File: src/rtl/multicycle_control.sv
// Multicycle MIPS main controller: sequences fetch/decode/execute/memory/writeback states.
// Latency: lw 5, sw 4, R-type 4, addi 4, beq 3, j 3, illegal 2 cycles; outputs are Moore except noted.
// No backpressure: advances one state every clock; synchronous active-low reset.
module multicycle_control #(
  parameter int CNT_W = 32
) (
  input  logic             clk,
  input  logic             rst_n,
  input  logic [5:0]       op,
  input  logic [5:0]       funct,
  input  logic             zero,
  output logic             pc_en,
  output logic             i_or_d,
  output logic             mem_write,
  output logic             ir_write,
  output logic             reg_dst,
  output logic             mem_to_reg,
  output logic             reg_write,
  output logic             alu_src_a,
  output logic [1:0]       alu_src_b,
  output logic [2:0]       alu_control,
  output logic [1:0]       pc_src,
  output logic             illegal_op,
  output logic [3:0]       state,
  output logic [CNT_W-1:0] instr_count
);

  typedef enum logic [3:0] {
    FETCH  = 4'd0,
    DECODE = 4'd1,
    MEMADR = 4'd2,
    MEMRD  = 4'd3,
    MEMWB  = 4'd4,
    MEMWR  = 4'd5,
    EXEC   = 4'd6,
    ALUWB  = 4'd7,
    BRANCH = 4'd8,
    ADDIEX = 4'd9,
    ADDIWB = 4'd10,
    JUMP   = 4'd11
  } state_t;

  localparam logic [5:0] OP_RTYPE = 6'h00;
  localparam logic [5:0] OP_J     = 6'h02;
  localparam logic [5:0] OP_BEQ   = 6'h04;
  localparam logic [5:0] OP_ADDI  = 6'h08;
  localparam logic [5:0] OP_LW    = 6'h23;
  localparam logic [5:0] OP_SW    = 6'h2B;

  localparam logic [2:0] ALU_AND = 3'b000;
  localparam logic [2:0] ALU_OR  = 3'b001;
  localparam logic [2:0] ALU_ADD = 3'b010;
  localparam logic [2:0] ALU_SUB = 3'b100;
  localparam logic [2:0] ALU_MUL = 3'b101;
  localparam logic [2:0] ALU_SLT = 3'b110;

  state_t cur_state;
  state_t nxt_state;
  logic   illegal_nxt;
  logic   retire;

  // Supported R-type function codes; anything else is treated as illegal at DECODE.
  function automatic logic funct_ok(input logic [5:0] f);
    case (f)
      6'h20, 6'h22, 6'h24, 6'h25, 6'h2A, 6'h18: funct_ok = 1'b1;
      default:                                  funct_ok = 1'b0;
    endcase
  endfunction

  // State register; codes 12-15 can only appear via upset and fall back to FETCH in the next-state logic.
  always_ff @(posedge clk) begin
    if (!rst_n) cur_state <= FETCH;
    else        cur_state <= nxt_state;
  end

  // Next-state and Moore output decode; write/load enables are squashed while reset is held.
  always_comb begin
    nxt_state   = FETCH;
    illegal_nxt = 1'b0;
    retire      = 1'b0;
    pc_en       = 1'b0;
    i_or_d      = 1'b0;
    mem_write   = 1'b0;
    ir_write    = 1'b0;
    reg_dst     = 1'b0;
    mem_to_reg  = 1'b0;
    reg_write   = 1'b0;
    alu_src_a   = 1'b0;
    alu_src_b   = 2'b00;
    alu_control = 3'b000;
    pc_src      = 2'b00;
    case (cur_state)
      FETCH: begin
        ir_write    = 1'b1;
        pc_en       = 1'b1;
        alu_src_b   = 2'b01;
        alu_control = ALU_ADD;
        nxt_state   = DECODE;
      end
      DECODE: begin
        // Branch target is precomputed here so BRANCH only needs the compare.
        alu_src_b   = 2'b11;
        alu_control = ALU_ADD;
        case (op)
          OP_LW, OP_SW: nxt_state = MEMADR;
          OP_RTYPE: begin
            if (funct_ok(funct)) nxt_state = EXEC;
            else                 illegal_nxt = 1'b1;
          end
          OP_BEQ:  nxt_state = BRANCH;
          OP_ADDI: nxt_state = ADDIEX;
          OP_J:    nxt_state = JUMP;
          default: illegal_nxt = 1'b1;
        endcase
      end
      MEMADR: begin
        alu_src_a   = 1'b1;
        alu_src_b   = 2'b10;
        alu_control = ALU_ADD;
        nxt_state   = (op == OP_SW) ? MEMWR : MEMRD;
      end
      MEMRD: begin
        i_or_d    = 1'b1;
        nxt_state = MEMWB;
      end
      MEMWB: begin
        mem_to_reg = 1'b1;
        reg_write  = 1'b1;
        retire     = 1'b1;
      end
      MEMWR: begin
        i_or_d    = 1'b1;
        mem_write = 1'b1;
        retire    = 1'b1;
      end
      EXEC: begin
        alu_src_a = 1'b1;
        alu_src_b = 2'b00;
        case (funct)
          6'h20:   alu_control = ALU_ADD;
          6'h22:   alu_control = ALU_SUB;
          6'h24:   alu_control = ALU_AND;
          6'h25:   alu_control = ALU_OR;
          6'h2A:   alu_control = ALU_SLT;
          6'h18:   alu_control = ALU_MUL;
          default: alu_control = ALU_ADD;
        endcase
        nxt_state = ALUWB;
      end
      ALUWB: begin
        reg_dst   = 1'b1;
        reg_write = 1'b1;
        retire    = 1'b1;
      end
      BRANCH: begin
        // Not-taken branches still retire; only the PC load depends on zero.
        alu_src_a   = 1'b1;
        alu_control = ALU_SUB;
        pc_src      = 2'b01;
        pc_en       = zero;
        retire      = 1'b1;
      end
      ADDIEX: begin
        alu_src_a   = 1'b1;
        alu_src_b   = 2'b10;
        alu_control = ALU_ADD;
        nxt_state   = ADDIWB;
      end
      ADDIWB: begin
        reg_write = 1'b1;
        retire    = 1'b1;
      end
      JUMP: begin
        pc_src = 2'b10;
        pc_en  = 1'b1;
        retire = 1'b1;
      end
      default: nxt_state = FETCH;
    endcase
    if (!rst_n) begin
      pc_en     = 1'b0;
      ir_write  = 1'b0;
      mem_write = 1'b0;
      reg_write = 1'b0;
    end
  end

  // Illegal-op pulse (cycle after DECODE) and retired-instruction counter, wrapping naturally.
  always_ff @(posedge clk) begin
    if (!rst_n) begin
      illegal_op  <= 1'b0;
      instr_count <= '0;
    end else begin
      illegal_op <= illegal_nxt;
      if (retire) instr_count <= instr_count + CNT_W'(1);
    end
  end

  assign state = cur_state;

endmodule
File: config.mk
export PLATFORM = sky130hd
export DESIGN_NAME = multicycle_control
export DESIGN_NICKNAME = d
export VERILOG_FILES = /design/src/rtl/multicycle_control.sv
export SDC_FILE = /design/constraint.sdc
export NUM_CORES = 1
export LEC_CHECK = 0
export CORE_ASPECT_RATIO = 0.6
export CORE_MARGIN = 2
export CORE_UTILIZATION = 50
export CTS_BUF_LIST = sky130_fd_sc_hd__clkbuf_8
export CTS_CLUSTER_SIZE = 8
export DETAILED_ROUTE_END_ITERATION = 12
export PLACE_DENSITY = 0.93
export SLEW_MARGIN = 10
export SYNTH_ARGS = -nofsm -noshare
export SYNTH_HDL_FRONTEND = slang
export SYNTH_SLANG_ARGS = --single-unit
File: constraint.sdc
create_clock -name clk -period 2.4 [get_ports clk]
set_input_delay 0.24 -clock clk [delete_from_list [all_inputs] [get_ports clk]]
set_output_delay 0.24 -clock clk [all_outputs]
set_load 0.01 [all_outputs]
# After elaboration in Yosys (flattened, before gate mapping)
# Index checks and enable logic that the tools add are counted.
word_totals:
  word_cells: 65
  reg_bits: 37
  output_inout_bits: 52
classes:
  add_sub_neg: 1
  n_eq_ne: 22
  reduce_logical: 13
  mux: 26
ops:
  columns: ["operator", "n"]
  rows:
  - ["$eq A6 B6 Y1 const B", 7]
  - ["$add A32 B1 Y32 const B", 1]
  - ["$pmux W4 S6", 1]
  - ["$pmux W4 S5", 1]
  - ["$eq A4 B3 Y1 const B", 4]
  - ["$eq A4 B4 Y1 const B", 4]
  - ["$mux W1", 16]
  - ["$pmux W3 S5", 1]
  - ["$reduce_or A6 Y1", 2]
  - ["$pmux W3 S3", 1]
  - ["$eq A4 B2 Y1 const B", 2]
  - ["$reduce_or A2 Y1", 4]
  - ["$reduce_or A4 Y1", 2]
  - ["$eq A6 B2 Y1 const B", 1]
  - ["$eq A6 B3 Y1 const B", 1]
  - ["$eq A6 B4 Y1 const B", 1]
  - ["$eq A6 B5 Y1 const B", 1]
  - ["$logic_not A6 Y1", 1]
  - ["$mux W3", 2]
  - ["$pmux W2 S3", 1]
  - ["$reduce_or A5 Y1", 1]
  - ["$eq A4 B1 Y1 const B", 1]
  - ["$logic_not A4 Y1", 1]
  - ["$pmux W1 S2", 2]
  - ["other kinds (3)", 3]

# Longest topological paths before layout
# Gate-level depths: netlist (run 1).
logic_depth:
  word_depth: 8
  depth_mapped: 7
  ltp_nobuf: 4

# Worst setup path before layout (run 1)
# OpenSTA, ideal clock, no wires.
synth_timing:
  path_kind: "register to register"
  start: "register instr_count[7]"
  end: "register instr_count[26]"
  period_less_slack_ps: 1866
  slack_ps: 534
  path_stages_with_launch: 7
  arrival_time_ps: 1794
  cell_sequence: "dfxtp_1 > nand4_2 > or4_1 > buf_2 > buf_6 > nor4_4 > mux2i_1"
synth_between:
  elab_chain_len: 1
synth_rtl:
  columns: ["item", "line", "source"]
  rows:
  - ["start: declaration", "25", "output logic [CNT_W-1:0] instr_count"]
  - ["start signal: assignment", "195", "if (retire) instr_count <= instr_count + CNT_W'(1);"]
  - ["$add A32 B1 Y32", "195", null]
# No other way between the ends.
# A chain may end at the register's enable or synchronous reset.

# Worst setup path after layout (run 1)
layout_timing:
  start: "input funct[5]"
  end: "output alu_control[1]"
layout_between:
  elab_chain_len: 3
  elab_cells_between_ends: 7
  classes_between: "5 x eq/ne; 2 x mux"
layout_rtl:
  columns: ["item", "line", "source"]
  rows:
  - ["start: declaration", "10", "input logic [5:0] funct,"]
  - ["$eq A6 B5 Y1 or $eq A6 B6 Y1 (tied branches)", "139", "case (funct)"]
  - ["$pmux W3 S5 *", "139", null]
  - ["$pmux W3 S3 *", "92", "case (cur_state)"]
  - ["end: declaration", "21", "output logic [2:0] alu_control,"]
# Every way passes the cells marked *; elsewhere a longest branch is shown, timed or not.

==> results of run 1 <==
==> report_power, final <==
group          internal [mW]  switching (mW)  total [mW]
logic                 0.0714          0.0762       0.148
registers              0.617         0.00649       0.623
clock network          0.413           0.229       0.642
==> layout make-up <==
class	count	area, um2	share of cell area, %
flip-flops and latches	37	743	22.0
repair buffers	83	790	23.4
multi-input cells	231	1610	47.6
clock inverters	3	65.1	1.92
clock buffers	5	68.8	2.04
well taps	63	78.8	2.33
inverters	7	26.3	0.777
==> metal layers <==
| layer | track usage (%) | up-vias | wire length, um |
|---|---|---|---|
| li1 | - | 1236 | - |
| met1 | 35.5 | 1221 | 3010 |
| met2 | 38.6 | 143 | 3090 |
| met3 | 6.40 | 17 | 629 |
| met4 | 9.94 | 0 | 140 |
| met5 | 0 | - | 0 |
==> state kept, by name, indices dropped and copies added, names as in the netlist <==
register     cells
illegal_op       1
instr_count     32
state            4
==> kinds of logic after synthesis <==
kind of cell,count (synthesis)
adder cells (fa/ha/maj),1
multiplexers,23
AO/OA/AOI/OAI,48
AND/OR/NAND/NOR,155
XOR/XNOR,4
buffers and inverters,30
flip-flops,37
==> cells in the final DEF, fill, tap and decap left out, types with 2 or more instances in the layout <==
cell type,count
a21oi_1,16
and3_1,3
and4_1,2
buf_4,17
bufinv_16,2
clkbuf_8,5
clkdlybuf4s50_1,64
dfxtp_1,35
dfxtp_2,2
inv_1,7
mux2i_1,23
nand2_1,32
nand2b_1,26
nand3_1,11
nand3b_1,2
nand4_1,6
nor2_1,15
nor2b_1,2
nor3_1,9
nor3b_1,2
nor4_1,11
nor4_4,8
nor4b_1,2
o211ai_1,2
o21ai_0,9
o31ai_1,7
or3_1,4
or4_1,9
or4b_2,2
xnor2_1,2
xor2_1,2
==> what timing repair did <==
action | CTS | global route
hold buffers | 0 | 0
gates resized for setup | 2 | 4
gates cloned | 0 | 0
pin swaps | 1 | 0
setup endpoints to repair | 2 | 2
==> per-stage QoR <==
stage	std cells	util, %	setup TNS, ns	power [mW]	cell area [um2]
after global routing	429	72.6	0	1.46	3380
after detailed placement	421	69.5	-0.0622	0.781	3240
final	429	72.6	0	1.41	3380
after floorplan	298	-	0	0.706	2470
after global placement	421	69.5	0	0.776	3240
after CTS	429	72.4	0	1.42	3370
==> how the worst max path moves through the flow <==
stage / startpoint / to / slack, ns / cells past startpoint
3_5_place_dp: funct[5] / alu_control[1] / -0.06 / 6
4_1_cts: funct[5] / alu_control[0] / 0.006 / 5
5_1_grt: state[0] / pc_en / 0.005 / 4
2_1_floorplan: instr_count[7] / instr_count[26] / 0.53 / 6
3_3_place_gp: funct[5] / alu_control[0] / 0.004 / 5
6_report: funct[5] / alu_control[1] / 0.09 / 6
==> worst min-delay path, stage by stage (launching register included) <==
cell	delay, ns
dfxtp_1	0.32
nand2_1	0.05
mux2i_1	0.05
==> impl_metrics.env, run 1 <==
export IMPL_grt_overflow=0
export IMPL_netlist_area_leader_share_pct=30.0
export IMPL_cts_tree="done"
export IMPL_synth_common_cells="37 x dfxtp_1, 32 x nand2_1, 26 x nand2b_1, 23 x mux2i_1, 16 x a21oi_1"
export IMPL_finalCriticalPeriod_ns=2.31
export IMPL_netlist_area_um2=2470
export IMPL_grt_usage_pct=25.6
export IMPL_die_width_um=94.7
export IMPL_status="finished, final reports clean"
export IMPL_synthMuxAreaShare_pct=9.33
export IMPL_antenna_cells=0
export IMPL_syn_num_nets=314
export IMPL_synth_cell_types=54
export IMPL_async_reset_ff_share_pct=0
export IMPL_worstPathCellList="clkdlybuf4s50_1 -> or4bb_1 -> a21boi_0 -> o211ai_1 -> a21oi_1 -> dlygate4sd2_1"
export IMPL_cts_sinks=37
export IMPL_fin_worst_skew_ns=0.00735
export IMPL_r2r_cells=5
export IMPL_arrival_ns=2.07
export IMPL_totalWireLength_um=6880
export IMPL_clk_latency_ns=0.29
export IMPL_routedWlPerCell_um=16.0
export IMPL_critPathSlowestCell="clkdlybuf4s50_1"
export IMPL_vias_per_cell=6.10
export IMPL_synth_xor_area_share_pct=1.42
export IMPL_drtIter0Drc=163
export IMPL_rsz0062_at_grt="no"
export IMPL_nets=381
export IMPL_hpwl_um=4860
export IMPL_synth_compound_area_share_pct=12.6
export IMPL_worst_slew_pin_slew_ns=0.555
export IMPL_synth_top_family_by_area="simple AND/OR/NAND/NOR gates"
export IMPL_synthToLayoutAreaGrowth_pct=37.0
export IMPL_ctsHtreeMaxLevel=2
export IMPL_cp_max_fo=5
export IMPL_cts_setup_buffers=0
export IMPL_yosys_warnings=0
export IMPL_core_um2=4660
export IMPL_drc_errors=0
export IMPL_start_util_pct=53.0
export IMPL_yosys_top_cells_area="dfxtp_1 30%, mux2i_1 9.3%, nor4_4 6.9%"
export IMPL_post_place_ws_ns=-0.0622
export IMPL_synthSimpleGateAreaFrac_pct=40.9
export IMPL_yosys_area_share_adder_pct=0.507
export IMPL_synthFlopType="dfxtp_1"
export IMPL_synth_seq_area_share_pct=30.0
export IMPL_clkTransAtPathRegs_ns=0.07
export IMPL_synth_edf_count=0
export IMPL_final_fill_count=353
export IMPL_ir_worst_vdd_uv=249
export IMPL_grt_max_degree=45
export IMPL_postRouteAntennaNets=0
export IMPL_crit_buf_inv=2
export IMPL_cts_buffer_depth=2
export IMPL_grt_antenna_before_repair=0
export IMPL_hold_worst_slack_ns=0.475
export IMPL_first_global_vias=2376
export IMPL_min_period_over_period_pct=96.2
export IMPL_crit_family="buffers and inverters"
export IMPL_fp_dieArea_um2=5530
export IMPL_holdPathEnd="instr_count[31]"
export IMPL_cp_required_ns=2.16
export IMPL_reg2reg_slack_ns=0.24
export IMPL_p_leak_nw=1.22
export IMPL_syn_inst=298
export IMPL_vias=2617
export IMPL_crit_type="primary input to output pin"
export IMPL_final_layout_size_suffix_gt1_share_pct=12.0
export IMPL_grt_first_pass_wirelength_um=11100
export IMPL_die_h_um=58.4
export IMPL_slew_headroom_pct=63.0
export IMPL_synth_most_common_cell="dfxtp_1"
export IMPL_maxCapViolCount=0
export IMPL_hold_depth=2
export IMPL_cp_end_kind="output pin"
export IMPL_power_density_nw_per_um2=418
export IMPL_holdCritStartpoint="instr_count[31]"
export IMPL_clock_fmax_mhz=433
export IMPL_r2r_start="instr_count[3]"
export IMPL_critPathMaxStageDelay_ns=0.54
export IMPL_synth_seq_cells=37
export IMPL_num_io_pins=67
export IMPL_setup_viol=0
export IMPL_timing_final_max_slew_violations=0
export IMPL_crit_path_start_kind="primary input"
export IMPL_worst_hold_path_type="flip-flop to flip-flop"
export IMPL_yosysTopAreaCell="dfxtp_1"
export IMPL_avgSynthCellArea_um2=8.28
export IMPL_port_buffers=66
export IMPL_rows=19
export IMPL_clockRootBuffer="clkbuf_8"
export IMPL_cts_made_buffers=5
export IMPL_dr_pass1_iters=5
export IMPL_routabilityCongestion=0.829
export IMPL_hold_violations=0
export IMPL_worst_slack_ns=0.0909
export IMPL_worst_r2r_endpoint="instr_count[27]"
No activity file was read; power rests on OpenSTA's default activity.
==> run 2: changes to the inputs <==
--- a/config.mk
+++ b/config.mk
@@ -11,7 +11,7 @@
 export CTS_BUF_LIST = sky130_fd_sc_hd__clkbuf_8
 export CTS_CLUSTER_SIZE = 8
 export DETAILED_ROUTE_END_ITERATION = 12
-export PLACE_DENSITY = 0.93
+export PLACE_DENSITY = 0.82
 export SLEW_MARGIN = 10
 export SYNTH_ARGS = -nofsm -noshare
 export SYNTH_HDL_FRONTEND = slang
==> run 2 against run 1 <==
  * Critical path type is now flip-flop to output pin
  * Clock power is 34% lower
  * Maximum frequency is 0.64% lower
  * Design area shrank 2.0%
  * Highest routed layer unchanged
==> impl_metrics.env, run 2 (synthesis results as in run 1) <==
export IMPL_status="finished, final reports clean"
export IMPL_postRouteAntennaNets=0
export IMPL_antenna_cells=0
export IMPL_critPathSlowestCell="or4_1"
export IMPL_num_io_pins=67
export IMPL_p_leak_nw=1.19
export IMPL_globalRouteMet3Util_pct=4.74
export IMPL_critPathMaxStageDelay_ns=0.57
export IMPL_final_fill_count=369
export IMPL_arrival_ns=2.08
export IMPL_p_int_mw=0.884
export IMPL_worst_slew_pin_slew_ns=0.567
export IMPL_port_buffers=66
export IMPL_routabilityCongestion=0.949
export IMPL_hpwl_um=4800
export IMPL_regArea_um2=744
export IMPL_timing_final_max_slew_violations=0
export IMPL_power_density_nw_per_um2=360
export IMPL_ctsHtreeMaxLevel=2
export IMPL_core_um2=4660
export IMPL_clock_fmax_mhz=430
export IMPL_worst_hold_path_type="flip-flop to flip-flop"
export IMPL_vias=2486
export IMPL_r2r_start="instr_count[7]"
export IMPL_die_width_um=94.7
export IMPL_ir_worst_vdd_uv=246
export IMPL_hold_violations=0
export IMPL_die_h_um=58.4
export IMPL_totalWireLength_um=6660
export IMPL_rows=19
export IMPL_final_common_cell="clkdlybuf4s50_1"
export IMPL_seq_power_share_pct=52.5
export IMPL_fin_setup_tns_ns=0
export IMPL_slew_headroom_pct=62.1
export IMPL_fp_dieArea_um2=5530
export IMPL_maxCapViolCount=0
export IMPL_cts_hold_buf=0
export IMPL_startpoint="state[0]"
export IMPL_grt_usage_pct=24.7
export IMPL_vias_per_cell=5.84
export IMPL_cts_buffer_depth=2
export IMPL_clockRootBuffer="clkbuf_8"
export IMPL_gr_usage_met2_pct=35.1
export IMPL_cp_max_fo=15
export IMPL_synthToLayoutAreaGrowth_pct=34.3
export IMPL_nets=378
export IMPL_p_comb_share_pct=11.9
export IMPL_met1_usage_pct=37.2
export IMPL_grt_busiest_layer="met1"
export IMPL_clockPowerShare_pct=35.6
export IMPL_holdCritStartpoint="instr_count[29]"
export IMPL_layout_common_cells="63 x clkdlybuf4s50_1, 34 x dfxtp_1, 32 x nand2_1"
export IMPL_clk_latency_ns=0.30
export IMPL_cts_sinks=37
export IMPL_fin_worst_skew_ns=0.00860
export IMPL_p_sw_mw=0.307
export IMPL_routedWlPerCell_um=15.6
export IMPL_largest_reg_flops=32
export IMPL_grt_max_degree=45
export IMPL_cts_tree="done"
export IMPL_start_util_pct=53.0
export IMPL_grt_overflow=0
export IMPL_first_global_vias=2201
export IMPL_crit_path_start_kind="flip-flop"
export IMPL_final_layout_size_suffix_gt1_share_pct=11.6
export IMPL_finalCriticalPeriod_ns=2.32
export IMPL_worstPathCellList="or4_1 -> nor2_2 -> o21bai_1 -> clkdlybuf4s50_1"
export IMPL_cp_required_ns=2.16
export IMPL_dr_pass1_iters=5
export IMPL_clkTransAtPathRegs_ns=0.07
export IMPL_crit_buf_inv=1
export IMPL_drtIter0Drc=177
export IMPL_multi_input_area_um2=1610
export IMPL_sw_frac_of_total_pct=25.8
export IMPL_crit_type="flip-flop to output pin"
export IMPL_drc_errors=0
export IMPL_cts_made_buffers=5
export IMPL_top_register="instr_count"
export IMPL_grt_first_pass_wirelength_um=10700
export IMPL_hold_worst_slack_ns=0.478
export IMPL_cp_end_kind="output pin"
export IMPL_grt_antenna_before_repair=0
export IMPL_min_period_over_period_pct=96.8
export IMPL_setup_viol=0
export IMPL_crit_family="simple AND/OR/NAND/NOR gates"
run 2: cell count changes in the layout (fill, tap and decap cells not counted), sizes merged:
cell,previous run,this run
buf,17,14
bufinv,2,0
dlymetal6s2s,1,2
clkdlybuf4s50,64,63
inv,7,8
clkinv,1,2
run 2: stage by stage:
step                cells  utilization, %  power [mW]  setup WS [ns]  area (um2)
finish                426            71.1        1.19         0.0760        3310
CTS                   426            70.9        1.19         0.0210        3300
global placement      418            69.0       0.775        0.00127        3210
floorplan             298               -       0.706          0.534        2470
global route          426            71.1        1.24        -0.0188        3310
detailed placement    418            69.0       0.778        -0.0570        3210
run 2: worst reg2reg max path, delay by kind of cell (launching register included):
kind | cells | cell delay, ns
and+or+nand+nor | 3 | 1.13
DFF | 1 | 0.49
buffers and inverters | 1 | 0.24
muxes | 1 | 0.23
run 2: per-layer routing:
metal  vias up  share of wire [%]  wire length [um]
li1       1228                  -                 -
met1      1146                 49              3230
met2       101                 43              2840
met3        11                7.6               503
met4         0                1.3                89
met5         -                  0                 0
run 2: cell type report:
type | count | area share, %
Timing Repair Buffer | 80 | 23.2
Sequential cell | 37 | 22.5
Multi-Input combinational cell | 231 | 48.6
Clock inverter | 3 | 0.415
Clock buffer | 5 | 2.08
Tap cell | 63 | 2.38
Inverter | 7 | 0.793
run 2: final timing paths:
kind / endpoint / slack (ns) / cells after the start
worst min-delay path: instr_count[29] / 0.48 / 2
worst max register to register: instr_count[22] / 0.26 / 5
worst max-delay path: pc_en / 0.08 / 4
worst min register to register: instr_count[29] / 0.48 / 2
run 2: power groups by stage:
| stage | Clock (mW) | Sequential [mW] | Combinational (mW) |
|---|---|---|---|
| 4_1_cts | 0.431 | 0.625 | 0.139 |
| 6_report | 0.424 | 0.626 | 0.142 |
| 5_1_grt | 0.462 | 0.626 | 0.155 |
| 2_1_floorplan | 0 | 0.635 | 0.0712 |
| 3_3_place_gp | 0 | 0.639 | 0.136 |
| 3_5_place_dp | 0 | 0.639 | 0.139 |
run 2: timing repair:
action	in CTS	in global routing
pin swaps	1	2
gates resized for setup	3	6
endpoints found under the setup margin	2	4
buffers inserted	0	0
